`src/rtl/led_pkg.sv`:
```
// Shared constants for the RGB LED sequencer: mode and envelope encodings,
// the six-entry colour palette and palette index helpers.
package led_pkg;

    localparam int          IDX_W = 3;
    localparam int unsigned PAL_N = 6;

    typedef enum logic [1:0] {
        MODE_OFF     = 2'd0,
        MODE_STATIC  = 2'd1,
        MODE_BREATHE = 2'd2,
        MODE_CYCLE   = 2'd3
    } mode_e;

    typedef enum logic {
        ENV_UP   = 1'b0,
        ENV_DOWN = 1'b1
    } env_state_e;

    localparam logic [23:0] COL_RED    = 24'hdc143c;
    localparam logic [23:0] COL_ORANGE = 24'hff4500;
    localparam logic [23:0] COL_YELLOW = 24'hffd700;
    localparam logic [23:0] COL_BLUE   = 24'h1e90ff;
    localparam logic [23:0] COL_INDIGO = 24'h0000cd;
    localparam logic [23:0] COL_PURPLE = 24'h9400d3;
    localparam logic [23:0] COL_WHITE  = 24'hffffff;

    function automatic logic [23:0] palette_colour(input logic [IDX_W-1:0] idx);
        logic [23:0] c;
        case (idx)
            3'd0:    c = COL_RED;
            3'd1:    c = COL_ORANGE;
            3'd2:    c = COL_YELLOW;
            3'd3:    c = COL_BLUE;
            3'd4:    c = COL_INDIGO;
            3'd5:    c = COL_PURPLE;
            default: c = COL_RED;
        endcase
        return c;
    endfunction

    // Palette index for an LED offset from the base index, wrapping at PAL_N.
    function automatic logic [IDX_W-1:0] idx_add(input logic [IDX_W-1:0] idx,
                                                 input int unsigned       k);
        int unsigned s;
        s = (32'(idx) + k) % PAL_N;
        return IDX_W'(s);
    endfunction

endpackage

```
`src/rtl/rgb_pwm_chan.sv`:
```
// One RGB LED: scales a 24-bit colour by a brightness level and drives three
// PWM outputs. Duty registers reload only at frame start to avoid glitches.
module rgb_pwm_chan #(
    parameter int PWM_W = 8,
    parameter int BRT_W = 8
) (
    input  logic             clk,
    input  logic             rst_n,
    input  logic             enable,
    input  logic [PWM_W-1:0] pwm_cnt,
    input  logic             frame_start,
    input  logic [23:0]      colour,
    input  logic [BRT_W-1:0] b,
    output logic [2:0]       rgb
);

    localparam logic [BRT_W-1:0] BRT_MAX = '1;

    // Full brightness passes the byte through untouched; the result keeps the
    // PWM_W most significant bits of the scaled byte.
    function automatic logic [PWM_W-1:0] scale(input logic [7:0]       c,
                                               input logic [BRT_W-1:0] bb);
        logic [BRT_W+7:0] prod;
        logic [7:0]       e8;
        logic [31:0]      wide;
        prod = {{BRT_W{1'b0}}, c} * {8'd0, bb};
        if (bb == BRT_MAX) e8 = c;
        else               e8 = prod[BRT_W+7:BRT_W];
        wide = {e8, 24'd0} >> (32 - PWM_W);
        return wide[PWM_W-1:0];
    endfunction

    logic [PWM_W-1:0] eff_q   [3];
    logic [PWM_W-1:0] eff_d   [3];
    logic [PWM_W-1:0] eff_use [3];

    // Index 2 is red (colour[23:16], rgb[2]), 0 is blue.
    always_comb begin
        for (int i = 0; i < 3; i++) begin
            eff_d[i]   = scale(colour[8*i+7 -: 8], b);
            eff_use[i] = frame_start ? eff_d[i] : eff_q[i];
        end
    end

    always_ff @(posedge clk or negedge rst_n) begin
        if (!rst_n) begin
            for (int i = 0; i < 3; i++) eff_q[i] <= '0;
            rgb <= 3'b000;
        end else begin
            for (int i = 0; i < 3; i++) begin
                if (frame_start) eff_q[i] <= eff_d[i];
                rgb[i] <= enable && (pwm_cnt < eff_use[i]);
            end
        end
    end

endmodule

```
`src/rtl/rgb_led_sequencer.sv`:
```
// Multi-LED RGB sequencer: breathing envelope times palette colour, per-channel
// PWM with a rainbow offset per LED. Define RGB_LED_GAMMA_EN for squared brightness.
module rgb_led_sequencer
    import led_pkg::*;
#(
    parameter int NUM_LED      = 2,
    parameter int PWM_W        = 8,
    parameter int BRT_W        = 8,
    parameter int TICK_DIV     = 100000,
    parameter int HOLD_BREATHS = 1
) (
    input  logic                 clk,
    input  logic                 rst_n,
    input  logic                 en,
    input  logic [1:0]           mode,
    input  logic                 btn,
    output logic [3*NUM_LED-1:0] rgb,
    output logic [IDX_W-1:0]     colour_idx,
    output logic [BRT_W-1:0]     brightness,
    output logic                 breath_done,
    output env_state_e           env_state
);

    localparam int               PRE_W   = $clog2(TICK_DIV);
    localparam int               HB_W    = (HOLD_BREATHS > 1) ? $clog2(HOLD_BREATHS) : 1;
    localparam logic [BRT_W-1:0] BRT_MAX = '1;

    mode_e            mode_m;
    logic [PRE_W-1:0] presc_q;
    logic [PWM_W-1:0] pwm_q;
    logic             tick;
    logic             frame_start;
    logic             out_on;
    logic [BRT_W-1:0] b_lvl;

    env_state_e       state_q, state_d;
    logic [BRT_W-1:0] brt_q, brt_d;
    logic [HB_W-1:0]  hb_q, hb_d;
    logic [IDX_W-1:0] idx_q, idx_d;
    logic             done_q, done_d;

    assign mode_m      = mode_e'(mode);
    assign tick        = en && (presc_q == PRE_W'(TICK_DIV - 1));
    assign frame_start = en && (pwm_q == '0);

    always_ff @(posedge clk or negedge rst_n) begin
        if (!rst_n) begin
            presc_q <= '0;
            pwm_q   <= '0;
        end else if (en) begin
            presc_q <= (presc_q == PRE_W'(TICK_DIV - 1)) ? '0 : presc_q + PRE_W'(1);
            pwm_q   <= pwm_q + PWM_W'(1);
        end
    end

    // Envelope state register
    always_ff @(posedge clk or negedge rst_n) begin
        if (!rst_n) begin
            state_q <= ENV_UP;
            brt_q   <= '0;
            hb_q    <= '0;
            idx_q   <= '0;
            done_q  <= 1'b0;
        end else begin
            state_q <= state_d;
            brt_q   <= brt_d;
            hb_q    <= hb_d;
            idx_q   <= idx_d;
            done_q  <= done_d;
        end
    end

    // Envelope next state: direction flips on the step that reaches an end.
    always_comb begin
        state_d = state_q;
        brt_d   = brt_q;
        hb_d    = hb_q;
        idx_d   = idx_q;
        done_d  = 1'b0;
        if (en) begin
            unique case (mode_m)
                MODE_OFF: begin
                    state_d = ENV_UP;
                    brt_d   = '0;
                end
                MODE_STATIC: begin
                    state_d = ENV_UP;
                    brt_d   = BRT_MAX;
                end
                default: begin
                    if (tick) begin
                        case (state_q)
                            ENV_UP: begin
                                if (brt_q == BRT_MAX) begin
                                    state_d = ENV_DOWN;
                                end else begin
                                    brt_d = brt_q + BRT_W'(1);
                                    if (brt_q == BRT_MAX - BRT_W'(1)) state_d = ENV_DOWN;
                                end
                            end
                            ENV_DOWN: begin
                                if (brt_q == '0) begin
                                    state_d = ENV_UP;
                                end else begin
                                    brt_d = brt_q - BRT_W'(1);
                                    if (brt_q == BRT_W'(1)) begin
                                        state_d = ENV_UP;
                                        done_d  = 1'b1;
                                        if (hb_q == HB_W'(HOLD_BREATHS - 1)) begin
                                            hb_d = '0;
                                            if (mode_m == MODE_CYCLE)
                                                idx_d = (idx_q == IDX_W'(PAL_N - 1)) ? '0 : idx_q + IDX_W'(1);
                                        end else begin
                                            hb_d = hb_q + HB_W'(1);
                                        end
                                    end
                                end
                            end
                        endcase
                    end
                end
            endcase
        end
    end

`ifdef RGB_LED_GAMMA_EN
    logic [2*BRT_W-1:0] b_sq;
`endif

    // Outputs and the brightness level fed to the PWM channels
    always_comb begin
        out_on = en && (mode_m != MODE_OFF);
`ifdef RGB_LED_GAMMA_EN
        b_sq  = {{BRT_W{1'b0}}, brt_q} * {{BRT_W{1'b0}}, brt_q};
        b_lvl = (brt_q == BRT_MAX) ? BRT_MAX : b_sq[2*BRT_W-1:BRT_W];
`else
        b_lvl = brt_q;
`endif
        colour_idx  = idx_q;
        brightness  = brt_q;
        breath_done = done_q;
        env_state   = state_q;
    end

    for (genvar k = 0; k < NUM_LED; k++) begin : g_led
        logic [23:0] led_col;
        assign led_col = btn ? COL_WHITE : palette_colour(idx_add(idx_q, 32'(k)));

        rgb_pwm_chan #(
            .PWM_W (PWM_W),
            .BRT_W (BRT_W)
        ) u_chan (
            .clk         (clk),
            .rst_n       (rst_n),
            .enable      (out_on),
            .pwm_cnt     (pwm_q),
            .frame_start (frame_start),
            .colour      (led_col),
            .b           (b_lvl),
            .rgb         (rgb[3*k +: 3])
        );
    end

endmodule
```
`config.mk`:
```
export PLATFORM = sky130hd
export DESIGN_NAME = rgb_led_sequencer
export DESIGN_NICKNAME = d
export VERILOG_FILES = /design/src/rtl/led_pkg.sv /design/src/rtl/rgb_pwm_chan.sv /design/src/rtl/rgb_led_sequencer.sv
export SDC_FILE = /design/constraint.sdc
export NUM_CORES = 1
export LEC_CHECK = 0
export ABC_AREA = 1
export ABC_CLOCK_PERIOD_IN_PS = 5700
export CAP_MARGIN = 25
export CORE_ASPECT_RATIO = 1.1
export CORE_MARGIN = 1.5
export CORE_UTILIZATION = 60
export CTS_CLUSTER_DIAMETER = 100
export DETAILED_ROUTE_END_ITERATION = 10
export HOLD_SLACK_MARGIN = 0.12
export PLACE_DENSITY = 0.8
export SYNTH_ARGS = -nofsm -noshare
export SYNTH_HDL_FRONTEND = slang
export SYNTH_HIERARCHICAL = 1
export SYNTH_SLANG_ARGS = --single-unit
```
`constraint.sdc`:
```
create_clock -name clk -period 5.7 [get_ports clk]
set_input_delay 1.14 -clock clk [delete_from_list [all_inputs] [get_ports clk]]
set_output_delay 1.14 -clock clk [all_outputs]
set_load 0.01 [all_outputs]
```
==> metrics.txt <==
failing checks negative setup slack; RePlAce Congestion 0.923; DIE WIDTH 176 um; via count 19.8k; DP Worst Slack -1040 ps; Arrival @ worst endpoint 6800 ps; CTS tree done; Unique masters post-synth 48; antenna violations before repair 0; H-Tree Depth 3; CTS buffer count 9; Syn. warnings 6; via/cell ratio 5.51; Crit Path Class flop to flop; Hold WC Path Type flop to flop; Hold Crit Depth 2; die area 34200 um^2; Syn Nets 3394; vias in the first global route 19.6k; relative slew slack 36.9%; hold_sp g_led[1].u_chan/eff_q[14]$_DFF_PN0_; fin worst setup slack -865 ps; layout cells sized above 1 23.6%; measured slew at the worst slew-check pin 947 ps; Syn Area/Cell 6.78 um^2; Top FF cell, synth dfrtp_1; Initial Util 61.1%; max-cap violation count 0; Longest Clk Path Bufs 2; clk slew on worst S/H paths 70 ps; RR Startpoint colour_idx[0]$_DFFE_PN0P_; Slew Viols, Final 0; Post-synth EDFFs 0; DP HPWL 39.9 mm; total gr overflow 0; Crit-path slowest cell fa_1; fmax 0.152 GHz; #FFs+latches synth 92; status complete, but fails checks; I/O Pins 25; CP Launch Type flop; RSZ-0062 raised after global routing true; Synth area leaders fa_1, ha_1, inv_1, nand2_1, dfrtp_1; worst path bufs/invs 8; r2r endpoint g_led[1].u_chan/rgb[0]$_DFF_PN0_; Syn Std Cell Area 19800 um^2; Critical Path RT 5940 ps; # port buffers 24; DRC Markers 0; DRT Pass-1 Iters 6; cell depth of the worst flop-to-flop path 39; initial DRC count 1723; post-layout util 75.8%; Yosys top cell area share 21.2%; synthesized instance count 2927; ys async rst share 100%; largest net degree at the start of global routing 71; Root Driver clkbuf_16; Hold Buf Count CTS 0; CTS sink count 92; Hold Vio Cnt, Final 0; Layout Skew 10.9 ps; sequential area share after synthesis 11.6%; Die H 194 um; flop-to-flop setup slack -860 ps; Final period util 115%; first-pass GRT wire length 89.0 mm; Cell Rows 69; Crit path max-delay family adder cells; Total GRT Usage 31.8%; final setup fails 37; Routed WL 58.9 mm; n_diodes 0; crit-path max FO 8; crit path time final 6560 ps; area grow syn2layout 24.1%; core area 32500 um^2; Yosys top cell by area fa_1; worst skew pair latency 360 ps; CP Capture Type flop; WL/cell 16.4 um; fin nets 3623; antenna-violating nets left 0; Worst path max stage delay 550 ps; hold path endpoint g_led[1].u_chan/eff_q[14]$_DFF_PN0_
-- synthesized netlist by cell type, types with 18 or more instances --
master	number
nor3_1	23
nand4_1	28
dfrtp_1	92
o21ai_0	82
nand3_1	130
a21oi_1	84
nand2_1	795
nor2_1	96
inv_2	18
inv_1	815
clkbuf_1	80
ha_1	251
buf_2	37
o21ai_1	19
fa_1	210
-- worst max-delay path by stage --
stage                               from                               end  slack [ps]  depth (start not counted)
2_1_floorplan  colour_idx[1]$_DFFE_PN0P_  g_led[1].u_chan/rgb[1]$_DFF_PN0_        -250                         39
3_3_place_gp                         btn  g_led[0].u_chan/rgb[2]$_DFF_PN0_        -880                         26
3_5_place_dp                         btn  g_led[1].u_chan/rgb[0]$_DFF_PN0_       -1040                         34
4_1_cts        colour_idx[1]$_DFFE_PN0P_  g_led[1].u_chan/rgb[0]$_DFF_PN0_        -700                         40
5_1_grt        colour_idx[1]$_DFFE_PN0P_  g_led[1].u_chan/rgb[0]$_DFF_PN0_       -1110                         42
6_report       colour_idx[0]$_DFFE_PN0P_  g_led[1].u_chan/rgb[0]$_DFF_PN0_        -860                         39
-- logic make-up (layout without fill, tap and decap cells) --
kind of cell / Yosys count / in the layout / share of synthesized area, %
and+or+nand+nor: 1138 / 1138 / 24.1
buffers and inverters: 958 / 1192 / 18.5
adders and majority gates: 461 / 461 / 37.0
AOI/OAI and AO/OA: 249 / 249 / 7.49
DFF: 92 / 92 / 11.6
xor gates and xnor gates: 29 / 29 / 1.28
-- layout make-up --
type,count,area (um^2)
repair buffers,343,2880
clock inverters,5,61.3
well taps,426,533
flip-flops and latches,92,2310
multi-input cells,1877,15500
inverters,833,3140
clock buffers,11,233
fillers,2172,7850
-- tightest hold or removal path: cells and delay by family (launching register included) --
kind | cells | cell delay (ps)
flip-flops | 1 | 330
AND/OR/NAND/NOR | 2 | 120
-- metrics by stage --
step	setup TNS, ps	hold slack [ps]	cells	cell area [um^2]
floorplan	-1170	438	2927	20100
global placement	-12500	452	3507	22200
detailed placement	-17800	461	3507	22200
CTS	-3620	478	3548	23200
global route	-19100	508	3587	24600
finish	-8820	480	3587	24600
-- timing repair --
item | CTS | global route
endpoints found under the hold margin | 0 | 0
setup buffers | 26 | 38
gates cloned | 0 | 2
resized for setup | 117 | 289
setup endpoints to repair | 42 | 48
pin swaps | 60 | 136
-- flip-flops by register name, summed over array words and instances (netlist names) --
| signal | count |
|---|---|
| breath_done | 1 |
| brightness | 8 |
| colour_idx | 3 |
| env_state | 1 |
| g_led.u_chan/eff_q | 48 |
| g_led.u_chan/rgb | 6 |
| presc_q | 17 |
| pwm_q | 8 |
-- per-layer routing --
layer  wire length, um  up-vias  track usage, %
met5                 0        -               0
met4              3650        0            16.7
met3              4600      293            3.24
met2             29000      936            55.9
met1             21600     9429            38.0
li1                  -     9118               -
-- cell usage in the layout, fill, tap and decap left out, types with 66 or more instances in the layout --
| master | Yosys | final |
|---|---|---|
| o21ai_0 | 82 | 66 |
| nand3_1 | 130 | 96 |
| dfrtp_1 | 92 | 83 |
| nand2_1 | 795 | 689 |
| nor2_1 | 96 | 80 |
| nand2_2 | 14 | 85 |
| buf_4 | 3 | 279 |
| fa_1 | 210 | 198 |
| inv_1 | 815 | 768 |
| ha_1 | 251 | 218 |
Power is not shown: default switching activity piles up to over one toggle a cycle in this logic, so the estimate is an artifact.
